File: src/rtl/carregador_programa_pkg.sv
// Shared definitions for the program boot loader.
//   estado_t       loader FSM states
//   *_PADRAO       default stream / address widths
package carregador_programa_pkg;

    localparam int LARGURA_DADO_PADRAO = 8;
    localparam int LARGURA_END_PADRAO  = 8;

    typedef enum logic [2:0] {
        ESPERA_TAM,
        RECEBE_DADOS,
        RECEBE_CHECKSUM,
        DRENA,
        CONCLUIDO,
        ERRO
    } estado_t;

endpackage

File: src/rtl/contador_endereco.sv
// Byte counter for the boot loader: loadable limit, increment, wrapping
// address output and a flag marking the last word of the load.
//   clock, reset   rising-edge clock, synchronous active-high reset
//   carga          clear the count and latch limite_carga as the word total
//   limite_carga   number of words in the load (1 .. 2**LARGURA_END)
//   incrementa     advance the count by one
//   endereco       current word index modulo 2**LARGURA_END
//   ultimo         current word index is the last one of the load
module contador_endereco
    import carregador_programa_pkg::*;
#(
    parameter int LARGURA_END = LARGURA_END_PADRAO
) (
    input  logic                   clock,
    input  logic                   reset,
    input  logic                   carga,
    input  logic [LARGURA_END:0]   limite_carga,
    input  logic                   incrementa,
    output logic [LARGURA_END-1:0] endereco,
    output logic                   ultimo
);

    // One extra bit so a full-capacity load (2**LARGURA_END words) can end.
    logic [LARGURA_END:0] contagem;
    logic [LARGURA_END:0] limite;

    always_ff @(posedge clock) begin
        if (reset) begin
            contagem <= '0;
            limite   <= '0;
        end else if (carga) begin
            contagem <= '0;
            limite   <= limite_carga;
        end else if (incrementa) begin
            contagem <= contagem + 1'b1;
        end
    end

    always_comb begin
        endereco = contagem[LARGURA_END-1:0];
        ultimo   = (contagem == (limite - 1'b1));
    end

endmodule

File: src/rtl/carregador_programa.sv
// Boot loader ahead of the instruction memory and the nRisc core. Takes a
// length byte, N program bytes and (optionally) an additive checksum byte
// over a valid/ready stream, writes the program from ENDERECO_BASE and keeps
// the core in reset until the load has completed successfully.
//   Clock, Reset    rising-edge clock, synchronous active-high reset
//   DadoEntrada     stream byte;   EntradaValida / EntradaPronta handshake
//   EndEscrita      registered write address
//   DadoEscrito     registered write data
//   EscInstr        registered one-cycle write strobe
//   ResetCPU        holds the core in reset while high
//   Concluido       load finished with a good checksum
//   ErroChecksum    checksum mismatch, sticky until Reset
module carregador_programa
    import carregador_programa_pkg::*;
#(
    parameter int                     LARGURA_DADO  = LARGURA_DADO_PADRAO,
    parameter int                     LARGURA_END   = LARGURA_END_PADRAO,
    parameter logic [LARGURA_END-1:0] ENDERECO_BASE = '0,
    parameter int                     USA_CHECKSUM  = 1
) (
    input  logic                    Clock,
    input  logic                    Reset,
    input  logic [LARGURA_DADO-1:0] DadoEntrada,
    input  logic                    EntradaValida,
    output logic                    EntradaPronta,
    output logic [LARGURA_END-1:0]  EndEscrita,
    output logic [LARGURA_DADO-1:0] DadoEscrito,
    output logic                    EscInstr,
    output logic                    ResetCPU,
    output logic                    Concluido,
    output logic                    ErroChecksum
);

    localparam int LARGURA_CONT = LARGURA_END + 1;

    estado_t estado, proximo;

    logic                    aceita;
    logic                    escreve;
    logic                    carga;
    logic                    incrementa;
    logic                    ultimo;
    logic [LARGURA_END-1:0]  endereco;
    logic [LARGURA_END:0]    comprimento;
    logic [LARGURA_END:0]    limite_carga;
    logic [LARGURA_DADO-1:0] soma;

    contador_endereco #(
        .LARGURA_END(LARGURA_END)
    ) u_contador (
        .clock        (Clock),
        .reset        (Reset),
        .carga        (carga),
        .limite_carga (limite_carga),
        .incrementa   (incrementa),
        .endereco     (endereco),
        .ultimo       (ultimo)
    );

    // A length byte of zero means a full-capacity load.
    always_comb begin
        comprimento  = LARGURA_CONT'(DadoEntrada);
        limite_carga = (comprimento == '0) ? {1'b1, {LARGURA_END{1'b0}}} : comprimento;
    end

    always_ff @(posedge Clock) begin
        if (Reset) begin
            estado <= ESPERA_TAM;
        end else begin
            estado <= proximo;
        end
    end

    always_comb begin
        proximo       = estado;
        EntradaPronta = 1'b0;
        carga         = 1'b0;
        incrementa    = 1'b0;
        escreve       = 1'b0;

        if (!Reset) begin
            EntradaPronta = (estado == ESPERA_TAM) || (estado == RECEBE_DADOS) ||
                            (estado == RECEBE_CHECKSUM);
        end
        aceita = EntradaValida & EntradaPronta;

        case (estado)
            ESPERA_TAM: begin
                if (aceita) begin
                    carga   = 1'b1;
                    proximo = RECEBE_DADOS;
                end
            end
            RECEBE_DADOS: begin
                if (aceita) begin
                    escreve    = 1'b1;
                    incrementa = 1'b1;
                    if (ultimo) begin
                        proximo = (USA_CHECKSUM != 0) ? RECEBE_CHECKSUM : DRENA;
                    end
                end
            end
            RECEBE_CHECKSUM: begin
                if (aceita) begin
                    proximo = (DadoEntrada == soma) ? CONCLUIDO : ERRO;
                end
            end
            // Gives the last registered write a cycle to land before the core is released.
            DRENA:     proximo = CONCLUIDO;
            CONCLUIDO: proximo = CONCLUIDO;
            ERRO:      proximo = ERRO;
            default:   proximo = ESPERA_TAM;
        endcase

        ResetCPU     = Reset | (estado != CONCLUIDO);
        Concluido    = (estado == CONCLUIDO);
        ErroChecksum = (estado == ERRO);
    end

    always_ff @(posedge Clock) begin
        if (Reset) begin
            EndEscrita  <= '0;
            DadoEscrito <= '0;
            EscInstr    <= 1'b0;
            soma        <= '0;
        end else begin
            EscInstr <= escreve;
            if (escreve) begin
                EndEscrita  <= ENDERECO_BASE + endereco;
                DadoEscrito <= DadoEntrada;
                soma        <= soma + DadoEntrada;
            end
        end
    end

endmodule

File: config.mk
export PLATFORM = sky130hd
export DESIGN_NAME = carregador_programa
export DESIGN_NICKNAME = d
export VERILOG_FILES = /design/src/rtl/carregador_programa_pkg.sv /design/src/rtl/contador_endereco.sv /design/src/rtl/carregador_programa.sv
export SDC_FILE = /design/constraint.sdc
export NUM_CORES = 1
export LEC_CHECK = 0
export CORE_MARGIN = 2
export CORE_UTILIZATION = 49
export DETAILED_ROUTE_END_ITERATION = 6
export PLACE_DENSITY = 0.78
export SLEW_MARGIN = 20
export SYNTH_ARGS = -nofsm -noshare
export SYNTH_HDL_FRONTEND = slang
export SYNTH_HIERARCHICAL = 1
export SYNTH_SLANG_ARGS = --single-unit
File: constraint.sdc
create_clock -name Clock -period 3 [get_ports Clock]
set_clock_uncertainty 0.1 [all_clocks]
set_input_delay 0.6 -clock Clock [delete_from_list [all_inputs] [get_ports Clock]]
set_output_delay 0.6 -clock Clock [all_outputs]
set_load 0.005 [all_outputs]
==> out/metrics.cfg, run 1 <==
[status]
status=finished clean

[floorplan]
io_pins=32
fp-row-count=26
fp.dieW_um=76.14
fp.dieH_um=76.14
fp.dieArea_um2=5797
initial_core_util=0.5025
coreArea_um2=5075

[min_path]
hp-start=EndEscrita[0]
hold_path_class=register to register

[worst_setup_path]
crit_end=estado[1]
critPathSlowestCell=dfxtp_1
cp_data_required_time_ns=3.08
r2r_setup_slack_ns=0.30
cp-end-kind=register
critical_path.startpoint=u_contador/limite[1]
reg2regPathDepth=12
cp.arrival_ns=2.78
critPathMaxFanout=8
crit_chain=inv_1 -> ha_1 -> o21ba_2 -> a221oi_1 -> a41oi_1 -> nor3_2 -> o311a_1 -> or2b_1 -> a21oi_1 -> o21ai_2 -> mux2i_1 -> nor2_1
start_kind=register
crit_path_max_incr_delay_ns=0.42
crit_type=register to register
r2r-end=estado[1]
r2r_start=u_contador/limite[1]

[clock_tree]
clk_pin_slew_ns=0.09
numCtsBuffers=5
root_buffer=clkbuf_8
cts_setup_buffers=0
clk_latency_ns=0.30
cts_tree=built
htreeDepth=2
clock-sinks=46
clock_path_buffers=2

[placed_design]
dp.cells=383
pre_cts_ws_ns=0.2337
place.gp.congestion=0.8395
port-buffer-count=31
dp_hpwl_um=3781

[grt]
grt_max_degree=41
grt_pass1_vias=1992
antenna_found_initial=0
grt_pass1_wl_um=9280
grt_use_total=0.1957
grt.overflow.total=0

[power_and_ir_drop]
p_per_area_nw_per_um2=445.9
leakagePower_nw=1.068
ir_drop_uv=195.9

[synthesis]
synth_warnings=6
yosysSeqAreaShare=0.3611
ys_async_sr_fraction=0
syn_area_um2=2550
synth_cells=310
yosysUniqueCellTypes=49
synth_edf_count=0
synth_fp_nets=333
avgSynthCellArea_um2=8.226
ys_ff_latch=46
synthFlopType=dfxtp_1

[layout]
drive_gt1_frac=0.07165
fillers=484
num_antenna_cells=0
nets=343
final_cell_mix=dfxtp_1 (46), nand2_1 (46), clkdlybuf4s50_1 (31), a21oi_1 (29), nor2_1 (28)
syn_to_final_growth_pct=14.28
final_cells=391

[drt]
dr.max_layer_used=met4
route.met3.wl_um=233
drt.antenna.violating_nets=0
wl_um=5450
drtIter0Drc=125
vias=2099
drc=0
dr.pass1.iters=4
wl_per_cell_um=13.94
route.detailed.vias_per_inst=5.368
wl_met2_um=2733
drt-met1-wl_um=2408

[flow_run]
cap_viol_max_count=0

[sta]
tightest_slew_ns=0.4741
setup_viol=0
finalSetupTns_ns=0
hold_viol=0
max_slew_margin=0.6810
max_freq_mhz=371.0
period_share=0.8984
drv_slew=0
timing.hold.ws_ns=0.3567
grt_setup_unrepaired=false
final.min_clock_period_ns=2.695
setup_slack_ns=0.3048

[worst max-delay path: cells and delay by family, from the launching register on]
kind,cells,cell delay [ns]
AO/OA/AOI/OAI,6,1.13
adder cells (fa/ha/maj),1,0.28
buffers and inverters,1,0.06
flip-flops,1,0.42
multiplexers,1,0.24
AND/OR/NAND/NOR,3,0.33
[cells by family after synthesis]
kind of cell,after synthesis,share of synthesized area
simple gates,118,0.2282
compound gates,58,0.1394
flops,46,0.3611
buf+inv,43,0.09077
xor+xnor,22,0.07557
fa+ha+maj,12,0.06182
mux,11,0.04318
[cells in the mapped netlist (8+ instances only)]
cell type | count | area share
xor2_1 | 13 | 0.045
a21oi_1 | 29 | 0.057
mux2i_1 | 11 | 0.043
dfxtp_1 | 46 | 0.36
o21ai_0 | 9 | 0.018
nand2_1 | 46 | 0.068
inv_1 | 9 | 0.013
clkbuf_1 | 17 | 0.025
nor2_1 | 28 | 0.041
ha_1 | 11 | 0.054
buf_4 | 8 | 0.024
xnor2_1 | 9 | 0.031
[cell type report]
type                    instances  area (µm²)  area share
clock buffers                   5       68.82     0.02362
clock inverters                 3       40.04     0.01374
inverters                      10       42.54     0.01460
multi-input cells             221        1406      0.4826
flip-flops and latches         46       920.9      0.3160
well taps                      70       87.58     0.03006
repair buffers                 36       347.8      0.1194
[what timing repair did]
action                     CTS  global route
hold buffers                 0             0
setup endpoints to repair    0             2
gates resized for setup      0             2
[worst min path at each step]
stage | end | slack (ns) | depth (start not counted)
finish | EndEscrita[0] | 0.36 | 2
CTS | DadoEscrito[7] | 0.36 | 2
global placement | DadoEscrito[5] | 0.34 | 2
global route | DadoEscrito[7] | 0.38 | 2
detailed placement | DadoEscrito[7] | 0.35 | 2
floorplan | soma[2] | 0.34 | 2
[registers in the layout, indices dropped and copies added, names as in the netlist]
register             cells
EscInstr                 1
u_contador/limite        9
DadoEscrito              8
soma                     8
u_contador/contagem      9
estado                   3
EndEscrita               8
[per-layer routing]
layer  global-route usage  vias to the layer above
met2               0.3411                       37
met4              0.05636                        0
met5                    0                        -
li1                     -                     1069
met1               0.2371                      983
met3              0.05332                       10
[through the flow]
stage | area (µm²) | util | total power, mW
3_3_place_gp | 2796 | 0.5510 | 0.8419
4_1_cts | 2905 | 0.5725 | 1.310
3_5_place_dp | 2796 | 0.5510 | 0.8481
2_1_floorplan | 2550 | - | 0.7972
5_1_grt | 2914 | 0.5742 | 1.355
6_report | 2914 | 0.5742 | 1.299
[where the power goes]
part / leakage (nW) / switching [mW] / total [mW] / internal [mW]
combinational: 0.638 / 0.100 / 0.190 / 0.0900
clock: 0.0579 / 0.216 / 0.461 / 0.245
sequential: 0.372 / 0.0208 / 0.648 / 0.627
total: 1.07 / 0.337 / 1.30 / 0.962
(Power assumes the default switching activity.)
==> run 2: changes to the inputs <==
Settings changed: CORE_MARGIN 2 to 8.
Clock period 3 ns to 3.25 ns, I/O delays scaled along.
==> run 2 against run 1 <==
  * Clock power fell by 21%
  * Critical path depth did not move
  * Register-to-register slack improved by 0.23 ns
  * Wire length rose by 1.1%
  * Sequential share of layout area rose by 0.45 points
  * Via count rose by 2.0%
  * Critical path type unchanged
  * Largest power group unchanged
  * Highest routed layer unchanged
==> out/metrics.cfg, run 2 (same netlist as run 1, synthesis figures left out) <==
[grt]
grt_use_met2=0.2435
grt.overflow.total=0
grt_util_met3=0.03659
gr-max-usage-layer=met2
antenna_found_initial=0
grt.met1_usage=0.1775
grt_pass1_wl_um=9080
grt_use_total=0.1467
grt_pass1_vias=2015
grt_max_degree=41

[worst_setup_path]
reg2regPathDepth=12
crit_chain=inv_1 -> ha_1 -> o21ba_2 -> a221oi_1 -> a41oi_1 -> nor3_1 -> o311a_1 -> or2b_1 -> a21oi_1 -> o21ai_1 -> mux2i_1 -> nor2_1
critPathSlowestCell=dfxtp_1
crit_path_max_incr_delay_ns=0.45
cp-end-kind=register
cp_data_required_time_ns=3.34
start_kind=register
cp.arrival_ns=2.80
r2r_setup_slack_ns=0.54
critPathMaxFanout=8
crit_type=register to register

[clock_tree]
cts_hold_buf=0
htreeDepth=2
cts_tree=built
clk_latency_ns=0.30
clk_pin_slew_ns=0.09
clock-sinks=46
numCtsBuffers=5
cts_setup_buffers=0
clock_path_buffers=2
root_buffer=clkbuf_8
postCtsResizedCells=0

[sta]
hold_viol=0
period_share=0.8342
finalSetupTns_ns=0
final.min_clock_period_ns=2.711
max_slew_margin=0.7277
drv_slew=0
max_freq_mhz=368.8
grt_setup_unrepaired=false
tightest_slew_ns=0.4084
setup_viol=0

[floorplan]
fp-row-count=26
coreArea_um2=5075
io_pins=32
initial_core_util=0.5025
fp.dieArea_um2=7769
fp.dieW_um=88.14
fp.dieH_um=88.14

[drt]
wl_um=5512
dr.pass1.iters=5
vias=2140
route.detailed.vias_per_inst=5.501
drc=0
drt.antenna.violating_nets=0
drtIter0Drc=113
wl_per_cell_um=14.17

[layout]
final_cell_mix=dfxtp_1 (46), nand2_1 (46), clkdlybuf4s50_1 (31), a21oi_1 (29), nor2_1 (28)
num_antenna_cells=0
drive_gt1_frac=0.05643
largest_registers=u_contador/contagem: 9 flops, u_contador/limite: 9 flops
nets=341
fillers=494
syn_to_final_growth_pct=12.66

[min_path]
hold_path_class=register to register
whs_path_depth=2

[placed_design]
place.gp.congestion=0.8601
dp_hpwl_um=3945
port-buffer-count=31

[power_and_ir_drop]
leakagePower_nw=1.046
ir_drop_uv=255.4
power_mw=1.135
p_per_area_nw_per_um2=395.0

[flow_run]
cap_viol_max_count=0

[status]
status=finished clean

==> run 2: cell types whose count changed in the layout (fill, tap and decap cells not counted), sizes merged <==
cell / previous run / this run
clkinv: 2 / 1
buf: 5 / 3
clkbuf: 5 / 7
bufinv: 1 / 0
==> run 2: path summary, 6_finish.rpt <==
path,start,end
setup / recovery,u_contador/limite[0],estado[1]
hold / removal,DadoEscrito[7],DadoEscrito[7]
setup reg to reg,u_contador/limite[0],estado[1]
hold reg to reg,DadoEscrito[7],DadoEscrito[7]
==> run 2: metrics by stage <==
stage          instance area [µm²]  std cells    util  hold slack [ns]  worst slack (ns)
6_report                      2873        389  0.5661           0.3566            0.5388
5_1_grt                       2873        389  0.5661           0.3696            0.3225
4_1_cts                       2873        389  0.5661           0.3583            0.5184
3_5_place_dp                  2781        381  0.5481           0.3461            0.4469
3_3_place_gp                  2781        381  0.5481           0.3420            0.4605
2_1_floorplan                 2550        310       -           0.3356            0.8293
==> run 2: layout make-up <==
class	instances	area, µm²	share of cell area
clock buffer	7	86.33	0.03005
clock inverter	1	5.005	0.001742
inverter	10	42.54	0.01481
multi-input combinational	221	1398	0.4865
sequential	46	920.9	0.3206
tap	70	87.58	0.03049
timing repair buffer	34	332.8	0.1159
==> run 2: per-layer routing <==
layer	part of all wire	routed length [µm]
met5	0	0
met2	0.49	2686
met3	0.047	260
met4	0.019	105
met1	0.45	2460
==> run 2: power by group <==
part	total (mW)	leakage, nW	switching [mW]	internal, mW
combinational	0.170	0.625	0.0887	0.0818
sequential	0.598	0.372	0.0195	0.579
clock	0.366	0.0482	0.194	0.172
total	1.13	1.05	0.302	0.832
==> run 2: critical path, delay by kind of cell, from the launching register on <==
kind / cells / cell delay [ns]
compound gates: 6 / 1.13
flops: 1 / 0.45
simple gates: 3 / 0.31
fa+ha+maj: 1 / 0.30
mux: 1 / 0.23
buf+inv: 1 / 0.08
